File: src/rtl/clint_timer.sv
// clint_timer: memory-mapped machine timer (mtime / mtimecmp / ctrl).
//
// Drives the core's level timer interrupt `ti`. Software accesses the registers
// through a req/ack port: one access per request, acknowledged by a one-cycle
// bus_ack pulse one cycle after bus_req is first seen.
//
// Parameters
//   PRESCALE   clk cycles per mtime increment (>= 1)
// Ports
//   clk        system clock, rising edge
//   rst        synchronous active-high reset
//   bus_req    access request, held until bus_ack
//   bus_we     1 = write, 0 = read
//   bus_addr   byte address (bits [1:0] ignored)
//   bus_wdata  write data
//   bus_rdata  read data, held until the next read
//   bus_ack    one-cycle completion pulse
//   ti         timer interrupt, registered level
//
// Register map (word offsets): 0x00 mtime_lo, 0x04 mtime_hi (reads the
// snapshot taken by the last mtime_lo read), 0x08 cmp_lo, 0x0C cmp_hi,
// 0x10 ctrl {IE, EN}; 0x14..0x1C read 0 and ignore writes.
module clint_timer #(
  parameter int PRESCALE = 1
) (
  input  logic        clk,
  input  logic        rst,
  input  logic        bus_req,
  input  logic        bus_we,
  input  logic [4:0]  bus_addr,
  input  logic [31:0] bus_wdata,
  output logic [31:0] bus_rdata,
  output logic        bus_ack,
  output logic        ti
);

  localparam int PW = (PRESCALE > 1) ? $clog2(PRESCALE) : 1;
  localparam logic [PW-1:0] PMAX = PW'(PRESCALE - 1);

  typedef enum logic [1:0] {IDLE, ACK, WAIT} state_t;

  state_t        state;
  logic [63:0]   mtime;
  logic [63:0]   mtimecmp;
  logic [31:0]   hi_shadow;
  logic          en;
  logic          ie;
  logic [PW-1:0] pcnt;

  logic [2:0]    word;
  logic          access;
  logic          wr_mlo;
  logic          wr_mhi;
  logic          wr_clo;
  logic          wr_chi;
  logic          wr_ctrl;
  logic          tick;
  logic          inc;
  logic [31:0]   rd_mux;
  logic          unused_addr;

  assign unused_addr = ^bus_addr[1:0];
  assign word        = bus_addr[4:2];

  // The access happens on the edge that moves the FSM out of IDLE.
  assign access  = (state == IDLE) && bus_req;
  assign wr_mlo  = access && bus_we && (word == 3'd0);
  assign wr_mhi  = access && bus_we && (word == 3'd1);
  assign wr_clo  = access && bus_we && (word == 3'd2);
  assign wr_chi  = access && bus_we && (word == 3'd3);
  assign wr_ctrl = access && bus_we && (word == 3'd4);

  assign tick = en && (pcnt == PMAX);

  // A software write to either mtime half, or a ctrl write that clears EN,
  // wins over a coincident tick: that increment is dropped, never deferred.
  assign inc = tick && !wr_mlo && !wr_mhi && !(wr_ctrl && !bus_wdata[0]);

  always_comb begin
    rd_mux = 32'd0;
    case (word)
      3'd0:    rd_mux = mtime[31:0];
      3'd1:    rd_mux = hi_shadow;
      3'd2:    rd_mux = mtimecmp[31:0];
      3'd3:    rd_mux = mtimecmp[63:32];
      3'd4:    rd_mux = {30'd0, ie, en};
      default: rd_mux = 32'd0;
    endcase
  end

  always_ff @(posedge clk) begin
    if (rst) begin
      state     <= IDLE;
      mtime     <= 64'd0;
      mtimecmp  <= 64'hFFFF_FFFF_FFFF_FFFF;
      hi_shadow <= 32'd0;
      en        <= 1'b0;
      ie        <= 1'b0;
      pcnt      <= '0;
      bus_rdata <= 32'd0;
      bus_ack   <= 1'b0;
      ti        <= 1'b0;
    end else begin
      if (en) begin
        pcnt <= tick ? '0 : pcnt + 1'b1;
      end

      if (wr_mlo) begin
        mtime[31:0] <= bus_wdata;
      end else if (wr_mhi) begin
        mtime[63:32] <= bus_wdata;
      end else if (inc) begin
        mtime <= mtime + 64'd1;
      end

      if (wr_clo) mtimecmp[31:0]  <= bus_wdata;
      if (wr_chi) mtimecmp[63:32] <= bus_wdata;
      if (wr_ctrl) begin
        en <= bus_wdata[0];
        ie <= bus_wdata[1];
      end

      // Reading mtime_lo snapshots the upper half so a following mtime_hi
      // read pairs with it even if the low word has since rolled over.
      if (access && !bus_we) begin
        bus_rdata <= rd_mux;
        if (word == 3'd0) hi_shadow <= mtime[63:32];
      end

      ti <= ie && (mtime >= mtimecmp);

      case (state)
        IDLE: begin
          if (bus_req) begin
            state   <= ACK;
            bus_ack <= 1'b1;
          end
        end
        ACK: begin
          state   <= WAIT;
          bus_ack <= 1'b0;
        end
        WAIT: begin
          if (!bus_req) state <= IDLE;
        end
        default: begin
          state   <= IDLE;
          bus_ack <= 1'b0;
        end
      endcase
    end
  end

endmodule

File: config.mk
export PLATFORM = sky130hd
export DESIGN_NAME = clint_timer
export DESIGN_NICKNAME = d
export VERILOG_FILES = /design/src/rtl/clint_timer.sv
export SDC_FILE = /design/constraint.sdc
export NUM_CORES = 1
export LEC_CHECK = 0
export ABC_AREA = 0
export BUFFER_PORTS_ARGS = -buffer_cell sky130_fd_sc_hd__clkbuf_2
export CAP_MARGIN = 20
export CORE_ASPECT_RATIO = 1.25
export CORE_MARGIN = 1
export CORE_UTILIZATION = 50
export DETAILED_ROUTE_END_ITERATION = 10
export PLACE_DENSITY = 0.74
export REMOVE_ABC_BUFFERS = 1
export SLEW_MARGIN = 10
export SYNTH_ARGS = -nofsm -noshare
export SYNTH_HDL_FRONTEND = slang
export SYNTH_SLANG_ARGS = --single-unit
File: constraint.sdc
create_clock -name clk -period 3.5 [get_ports clk]
set_input_delay 0.7 -clock clk [delete_from_list [all_inputs] [get_ports clk]]
set_output_delay 0.7 -clock clk [all_outputs]
set_load 0.05 [all_outputs]
==> Word level (Yosys, flattened, before mapping) <==
Index checks and enable logic that the tools add are counted.
{ "word_totals": {"ff_bits": 199, "output_inout_bits": 34, "elab_cells": 66} }
{ "op_classes": {"n_addsub": 2, "magnitude_cmp": 1, "n_eq_ne": 9, "n_mux": 11, "n_bitwise": 3, "n_reduce_logical": 28} }
{ "ops": {"columns": ["operator", "count"], "rows": [
  ["one-hot mux 32 bit (5 select lines)", 1],
  ["2-to-1 mux 32 bit", 3],
  ["adder 64 x 1 -> 64 bit, second input constant", 1],
  [">= comparator 64 bit", 1],
  ["2-to-1 mux 64 bit", 1],
  ["logical AND 1 bit", 14],
  ["AND reduction 2 bit", 5],
  ["== test 3 x 2 -> 1 bit, second input constant", 2],
  ["!= test 2 bit, second input constant", 3],
  ["one-hot mux 2 bit (3 select lines)", 1],
  ["zero test 1 bit", 5],
  ["2-to-1 mux 2 bit", 2],
  ["nonzero test 2 bit", 2],
  ["== test 3 x 1 -> 1 bit, second input constant", 1],
  ["== test 3 bit, second input constant", 1],
  ["zero test 3 bit", 1],
  ["inverter 1 bit", 3],
  ["== test 2 x 1 -> 1 bit, second input constant", 1],
  ["== test 2 bit, second input constant", 1],
  ["zero test 2 bit", 1],
  ["2-to-1 mux 1 bit", 2],
  ["one-hot mux 1 bit (2 select lines)", 1],
  ["adder 1 bit, second input constant", 1]
]} }

==> Depth between registers and ports, before layout <==
Gate-level depths: netlist of the first run.
{ "logic_depth": {"ltp_word": 11, "mapped_depth": 9} }

==> Least setup slack after synthesis of the first run <==
Ideal clock, no wire load.
{ "synth_timing": {"path_kind": "input port to flip-flop", "start": "input bus_addr[3]", "end": "register mtimecmp[23]", "setup_time_ps": 120, "t_arrival_ps": 2326, "required_ps": 3380, "setup_slack_ps": 1054, "path_stages": 8, "cell_sequence": "buf_2 > inv_1 > nor3_1 > and2_1 > clkbuf_1 > clkbuf_1 > nor2_1 > a211o_1"} }
{ "synth_between": {"elab_chain_len": 2} }
{ "synth_lines": {"columns": ["element", "line_no", "source"], "rows": [
  ["start, declared", "30", "input logic [4:0] bus_addr,"],
  ["== test 3 x 2 -> 1 bit", "69", "assign wr_clo = access && bus_we && (word == 3'd2);"],
  ["logical AND 1 bit", "69", null],
  ["end signal, assigned", "116", "if (wr_clo) mtimecmp[31:0] <= bus_wdata;"],
  ["end, declared", "44", "logic [63:0] mtimecmp;"]
]} }
No other way between the ends.
A chain may end at the register's enable or synchronous reset.

==> Worst setup path in the final report of the first run <==
{ "layout_timing": {"start": "register mtime[12]", "end": "register mtime[57]"} }
{ "layout_between": {"elab_chain_len": 3} }
{ "layout_lines": {"columns": ["element", "line_no", "source"], "rows": [
  ["start, declared", "43", "logic [63:0] mtime;"],
  ["start signal, assigned", "109", "mtime[31:0] <= bus_wdata;"],
  ["start signal, assigned", "113", "mtime <= mtime + 64'd1;"],
  ["adder 64 x 1 -> 64 bit", "113", null],
  ["2-to-1 mux 64 bit", "112", "end else if (inc) begin"],
  ["2-to-1 mux 32 bit", "110", "end else if (wr_mhi) begin"]
]} }
No other way between the ends. The select of a mux whose other input is x is not followed.

==> summary.md, run 1 <==
| Metric | Value |
|---|---|
| CTS Hold Bufs | 0 |
| Fillers | 1899 |
| Initial antenna violation count | 0 |
| Iteration-0 DRC count of the detailed router | 976 |
| Register bit total from synthesis | 199 |
| GPL Wtd Cong | 0.897 |
| Dominant cells by area after synthesis | dfxtp_1, ha_1, nor2_1, a211o_1, nand2_1 |
| Hold Crit Class | flip-flop to flip-flop |
| Syn Inst Count | between 1000 and 1500 |
| Clk root buf | clkbuf_16 |
| Crit Path Category | flip-flop to flip-flop |
| Multi-input gate area | between 5000 and 6000 µm² |
| Yosys cell types | 61 |
| Final hold vios | 0 |
| Residual DRC | 0 |
| Total number of H-tree levels | 4 |
| CP Launch Type | flip-flop |
| Max Root-Sink Buffers | 2 |
| Row cnt | between 50 and 60 |
| Relative slew slack | 0.323 |
| DP Wirelength | 20300 µm |
| Total congestion overflow | 0 |
| Die W | ~130 µm |
| Yosys warns | 0 |
| Final Util | 0.572 |
| Dpl cell area | 11200 µm² |
| Share of layout cells above drive strength 1 | 0.125 |
| Setup Fix Bufs, Post-CTS | 0 |
| Slew of the pin with the lowest slew margin | 1020 ps |
| I/O pin total | 75 |
| Design Power | around 4.8 mW |
| Die Y | between 150 and 200 µm |
| Post-synth EDFFs | 0 |
| Post-CTS sizing | 0 |
| Crit end category | flip-flop |
| Clk pin slew, worst setup/hold paths | around 70 ps |
| Initial Util | 0.509 |
| Post-Syn Area | between 10000 and 15000 µm² |
| Final setup violation count | 0 |
| Max Clock Freq | 342 MHz |
| Data arrival, critical path | between 3000 and 4000 ps |
| Register cell area after layout | between 3000 and 4000 µm² |
| Max_cap viols | 0 |
| Avg Inst Size Synth | 8.27 µm² |
| DR pass1 iterations | 5 |
| Delay-heaviest family, CP | simple AND/OR/NAND/NOR gates |
| Die area | 21700 µm² |
| First-pass GRT wire length | 46800 µm |
| Gr usage total | 0.275 |
| Max Clock Skew | 11.7 ps |
| Asr flop ratio synth | 0 |
| Worst path bufs/invs | 0 |
| Worst vdd rail ir drop | 0.345 mV |
| CP required | 3850 ps |
| Worst-Skew Late Latency | 450 ps |
| Max FO, Critical Path | 18 |
| Largest net degree at the start of global routing | 94 |
| Vias in the first global route | 8840 |
| Port buffer count | 72 |
| Sink Count | 199 |
| Slew Limit Fails | 0 |
| RSZ-0062 raised after global routing | false |
| CTS tree | yes |
| CP peak stage delay | 780 ps |
| Power per cell area | between 400 and 500 nW/µm² |
| Status | complete, no violations |
| Vias/cell | 6.11 |
| Predominant post-synthesis flop cell | dfxtp_1 |
| Slowest stage cell, crit path | or3_1 |
| CP cell instances | nand3_4, or4_4, or3_1, nor4_4, xnor2_1, a211oi_1 |
| Wirelength per Cell | 18.6 µm |
| CTS Buf Count | 17 |
| Core ar. | 20700 µm² |
| Finished Cell Area | around 12000 µm² |
| Lkg Pwr | 4.94 nW |
| Sequential fraction of the synthesis area | 0.378 |
| Synth top area share | 0.378 |
| Fin crit period | 2930 ps |
| Leading area contributor after synthesis | dfxtp_1 |
| Via count | 9782 |
| WL final | approximately 30000 µm |
| Post-route antenna net violation count | 0 |
| Area grow syn2layout | 12.4% |
| Fraction of the cycle the final worst path needs | 0.836 |
| Nets | 1421 |
| N_diodes | 0 |
-- layout make-up --
type,instances,area share
inverter,83,0.0263
multi-input combinational,909,0.502
sequential,199,0.336
timing repair buffer,105,0.0550
tap,274,0.0289
clock buffer,19,0.0374
clock inverter,12,0.0140
-- tightest hold or removal path, cell delays in order, from the launching register on --
cell and delay [ps]:
dfxtp_1 310, nand2_1 50, a21oi_1 50
-- cells in the mapped netlist (4+ instances only) --
| cell | count |
|---|---|
| and4_1 | 8 |
| nor3_2 | 4 |
| mux2i_1 | 5 |
| buf_1 | 5 |
| dfxtp_1 | 199 |
| a22oi_1 | 5 |
| a221oi_1 | 38 |
| nand2_1 | 132 |
| a31oi_1 | 13 |
| and2_1 | 4 |
| nor4_1 | 17 |
| o211ai_1 | 13 |
| a311oi_1 | 5 |
| o21ai_0 | 26 |
| and3_1 | 8 |
| nor2b_1 | 4 |
| nor2_1 | 158 |
| ha_1 | 65 |
| a22o_1 | 28 |
| a2bb2oi_1 | 31 |
| or3_1 | 10 |
| nand3_1 | 31 |
| a211oi_1 | 28 |
| a21oi_1 | 88 |
| xnor2_1 | 26 |
| nand4_1 | 23 |
| a21o_1 | 8 |
| inv_1 | 83 |
| nand4b_1 | 4 |
| clkbuf_1 | 75 |
| a211o_1 | 63 |
| nor3_1 | 24 |
-- report_power, final --
part / internal (mW) / total, mW / switching (mW)
Combinational: 0.133 / 0.378 / 0.246
Sequential: 2.30 / 2.33 / 0.0314
Clock: 1.16 / 2.07 / 0.914
-- cells by family after synthesis --
family / Yosys count / share of synthesized area
compound gates: 358 / 0.248
mux: 8 / 0.00795
buf+inv: 168 / 0.0612
flops: 199 / 0.378
simple gates: 452 / 0.207
xor+xnor: 26 / 0.0216
fa+ha+maj: 65 / 0.0771
-- worst paths after layout --
check,from,slack [ps],cells past startpoint,end
max,mtime[12],570,6,mtime[57]
min,bus_rdata[0],450,2,bus_rdata[0]
max reg2reg,mtime[12],570,6,mtime[57]
min reg2reg,bus_rdata[0],450,2,bus_rdata[0]
-- metal layers --
layer	vias to the layer above	routed length (µm)	global-route usage
met1	4639	12400	0.335
met4	0	1080	0.127
met3	75	1640	0.0378
met5	-	0	0
li1	4716	-	-
met2	352	14600	0.484
-- flip-flops by register name, summed over array words and instances, names as in the netlist --
signal and cells:
mtimecmp 64, ie 1, ti 1, bus_ack 1, mtime 64, state 2
en 1, pcnt 1, bus_rdata 32, hi_shadow 32
-- metrics by stage --
| stage | TNS, ps | hold WS (ps) | instances | setup slack (ps) |
|---|---|---|---|---|
| floorplan | -97700 | 421 | 1191 | -1240 |
| global placement | 0 | 442 | 1570 | 607 |
| detailed placement | 0 | 446 | 1570 | 560 |
| CTS | 0 | 456 | 1601 | 599 |
| global route | 0 | 471 | 1601 | 463 |
| finish | 0 | 455 | 1601 | 574 |
-- placed cells by master (no fill, tap or decap), types with 21 or more instances in the layout --
master and n:
dfxtp_1 199, nor2_1 156, nand2_1 130, a21oi_1 88
inv_1 83, clkbuf_2 71, ha_1 65, a211o_1 63
a221oi_1 38, a2bb2oi_1 31, nand3_1 31, buf_4 30
a22o_1 28, a211oi_1 28, o21ai_0 26, xnor2_1 26
nand4_1 23, nor3_1 21
Note: power is estimated with default switching activity, not from simulation.
==> inputs of run 2 (changes only) <==
--- a/config.mk
+++ b/config.mk
@@ -5,14 +5,14 @@
 export SDC_FILE = /design/constraint.sdc
 export NUM_CORES = 1
 export LEC_CHECK = 0
-export ABC_AREA = 0
+export ABC_AREA = 1
 export BUFFER_PORTS_ARGS = -buffer_cell sky130_fd_sc_hd__clkbuf_2
 export CAP_MARGIN = 20
 export CORE_ASPECT_RATIO = 1.25
 export CORE_MARGIN = 1
 export CORE_UTILIZATION = 50
 export DETAILED_ROUTE_END_ITERATION = 10
-export PLACE_DENSITY = 0.74
+export PLACE_DENSITY = 0.76
 export REMOVE_ABC_BUFFERS = 1
 export SLEW_MARGIN = 10
 export SYNTH_ARGS = -nofsm -noshare
==> constraint.sdc (replaced) <==
create_clock -name clk -period 2.4 [get_ports clk]
set_input_delay 0.48 -clock clk [delete_from_list [all_inputs] [get_ports clk]]
set_output_delay 0.48 -clock clk [all_outputs]
set_load 0.05 [all_outputs]
==> summary.md, run 2 <==
| Metric | Value |
|---|---|
| Via count | 12300 (+26%) |
| FF-to-FF End | mtime[61] |
| Asr flop ratio synth | 0 (unchanged) |
| Lkg Pwr | 6.15 nW (+24%) |
| Die W | 140 µm (+6.2%) |
| Worst R2R Start | state[1] |
| Hold Crit Class | primary input to flip-flop |
| RSZ-0062 raised after global routing | false |
| Final setup violation count | 0 (unchanged) |
| Relative slew slack | 0.501 (+0.178) |
| Status | complete, no violations |
| Final hold vios | 0 (unchanged) |
| Sink Count | 199 (unchanged) |
| Dpl ws | -55.0 ps (-615 ps) |
| Data arrival, critical path | 2560 ps (-710 ps) |
| Count leader, synth | nand2_1 |
| Worst vdd rail ir drop | 0.421 mV (+22%) |
| Iteration-0 DRC count of the detailed router | 938 (-3.9%) |
| Worst-Skew Late Latency | 460 ps (about the same) |
| Leading area contributor after synthesis | dfxtp_1 |
| CTS tree | yes |
| CP Launch Type | flip-flop |
| Predominant post-synthesis flop cell | dfxtp_1 |
| Die Y | 175 µm (+6.2%) |
| Largest net degree at the start of global routing | 143 (+52%) |
| Sequential fraction of the synthesis area | 0.334 (-0.0433) |
| Crit end category | flip-flop |
| Max Clock Skew | 14.1 ps (+2.45 ps) |
| Slowest stage cell, crit path | a21oi_4 |
| Yosys warns | 0 (unchanged) |
| Slew of the pin with the lowest slew margin | 746 ps (-269 ps) |
| I/O pin total | 75 (unchanged) |
| Die area | 24500 µm² (+13%) |
| Syn Inst Count | 1850 (+45%) |
| Vias/cell | 5.59 (-8.5%) |
| Total negative slack | 0 ps (unchanged) |
| CTS Hold Bufs | 0 (unchanged) |
| WHS Path Cells | 3 (+1) |
| Clk root buf | clkbuf_16 |
| First-pass GRT wire length | 61300 µm (+31%) |
| Initial antenna violation count | 1 (+1) |
| Dpl cell area | 12600 µm² (+12%) |
| Hold EP | mtimecmp[26] |
| Residual DRC | 0 (unchanged) |
| Finished Layout Cells | 2201 (+37%) |
| Post-synth EDFFs | 0 (unchanged) |
| WL final | 39500 µm (+33%) |
| Initial Util | 0.514 (+0.00516) |
| Reg2Reg Setup Slack | 220 ps (-350 ps) |
| Vias in the first global route | 11500 (+30%) |
| GPL Wtd Cong | 0.985 (+9.8%) |
| Max FO, Critical Path | 17 (-1) |
| Gr usage total | 0.325 (+0.0499) |
| Finished Cell Area | 13200 µm² (+12%) |
| Total congestion overflow | 0 (unchanged) |
| Slew Limit Fails | 0 (unchanged) |
| Largest registers | mtime x64, mtimecmp x64 |
| CP cell instances | nor2_2, nand3_2, nor2_2, nand2_2, a21oi_4, a21boi_0, a21oi_1 |
| CP peak stage delay | 630 ps (-150 ps) |
| DP Wirelength | 28400 µm (+40%) |
| CTS Buf Count | 17 (unchanged) |
| Area grow syn2layout | 11.0% |
| Worst Setup SP | state[1] |
| Crit Path Category | flip-flop to flip-flop |
| Clk pin slew, worst setup/hold paths | 80 ps (about the same) |
| Nets | 2005 (+41%) |
| Max Root-Sink Buffers | 2 (unchanged) |
| R2r worst-path depth | 7 (+1) |
| CP required | 2780 ps (-1070 ps) |
| DR pass1 iterations | 5 (unchanged) |
| Most frequent cells after synthesis | nand2_1, dfxtp_1, a21oi_1, inv_1, nor2_1 |
| Yosys cell types | 39 (-36%) |
| Dominant cells by area after synthesis | dfxtp_1, nand2_1, a21oi_1, ha_1, inv_1 |
| Top cell by count, worst path | nor2_2 |
| Row cnt | 62 (+5.1%) |
| Final worst slack | 220 ps (-354 ps) |
| Post-route antenna net violation count | 0 (unchanged) |
| Wirelength per Cell | 18.0 µm (-3.5%) |
| Power per cell area | 516 nW/µm² (+28%) |
| Avg Inst Size Synth | 6.44 µm² (-22%) |
| Port buffer count | 72 (unchanged) |
| Max Clock Freq | 459 MHz (+34%) |
| Design Power | 6.82 mW (+43%) |
| Most common cell after layout, fill and taps aside | nand2_1 |
| Post-placement cell count | 2167 (+38%) |
| Fraction of the cycle the final worst path needs | 0.908 (+0.0724) |
| Max_cap viols | 0 (unchanged) |
| Register bit total from synthesis | 199 (unchanged) |
| Fin crit period | 2180 ps (-746 ps) |
| Core ar. | 23200 µm² (+12%) |
| Hold_sp | bus_wdata[26] |
| Total number of H-tree levels | 4 (unchanged) |
| Share of layout cells above drive strength 1 | 0.0962 (-0.0289) |
| Post-Syn Area | 11900 µm² (+13%) |
| Most frequent cells in the layout | nand2_1, dfxtp_1, a21oi_1, inv_1, nor2_1 |
| Synth top area share | 0.334 (-0.0433) |
==> run 2: worst max path at each step <==
stage / endpoint / cells after the start
floorplan: mtimecmp[32] / 4
global placement: mtime[61] / 8
detailed placement: mtime[61] / 8
CTS: mtime[61] / 7
global route: mtime[41] / 10
finish: mtime[61] / 7
==> run 2: cells by family (layout without fill, tap and decap cells) <==
group | Yosys count | count (layout) | share of synthesized area
and+or+nand+nor | 922 | 922 | 0.317
other | 0 | 1 | 0
buffers and inverters | 262 | 323 | 0.0873
DFF | 199 | 199 | 0.334
AOI/OAI and AO/OA | 372 | 373 | 0.172
adders and majority gates | 65 | 65 | 0.0682
xor gates and xnor gates | 30 | 30 | 0.0220
==> run 2: routing by layer <==
metal | up-vias | share of wire | global-route usage
li1 | 6105 | - | -
met1 | 5642 | 0.41 | 0.391
met2 | 468 | 0.49 | 0.566
met3 | 96 | 0.059 | 0.0474
met4 | 0 | 0.039 | 0.159
met5 | - | 0 | 0
==> run 2: layout make-up <==
cell class                 count  area [µm²]
multi-input combinational   1390        6920
antenna                        1        2.50
clock inverter                15         135
tap                          288         360
fill                        2279        9970
clock buffer                  17         425
inverter                     183         687
sequential                   199        3980
timing repair buffer         108         708
==> run 2: report_power, final <==
part | leakage, nW | internal [mW] | switching [mW] | total [mW]
Sequential | 1.61 | 3.36 | 0.0377 | 3.40
Clock | 0.278 | 1.38 | 1.49 | 2.87
Combinational | 4.26 | 0.160 | 0.402 | 0.562
==> run 2: stage by stage <==
stage,util,hold WS [ps]
after floorplan,-,414
after global placement,0.545,424
after detailed placement,0.545,438
after CTS,0.569,277
after global routing,0.570,307
final,0.570,292
==> run 2: critical path: cells and delay by family, from the launching register on <==
family | cells | cell delay [ps]
compound gates | 3 | 1030
simple gates | 4 | 730
flops | 1 | 320
==> run 2: timing repair <==
action,4_1_cts,5_1_grt
gates resized for setup,0,1
setup buffers,0,0
setup endpoints to repair,0,15
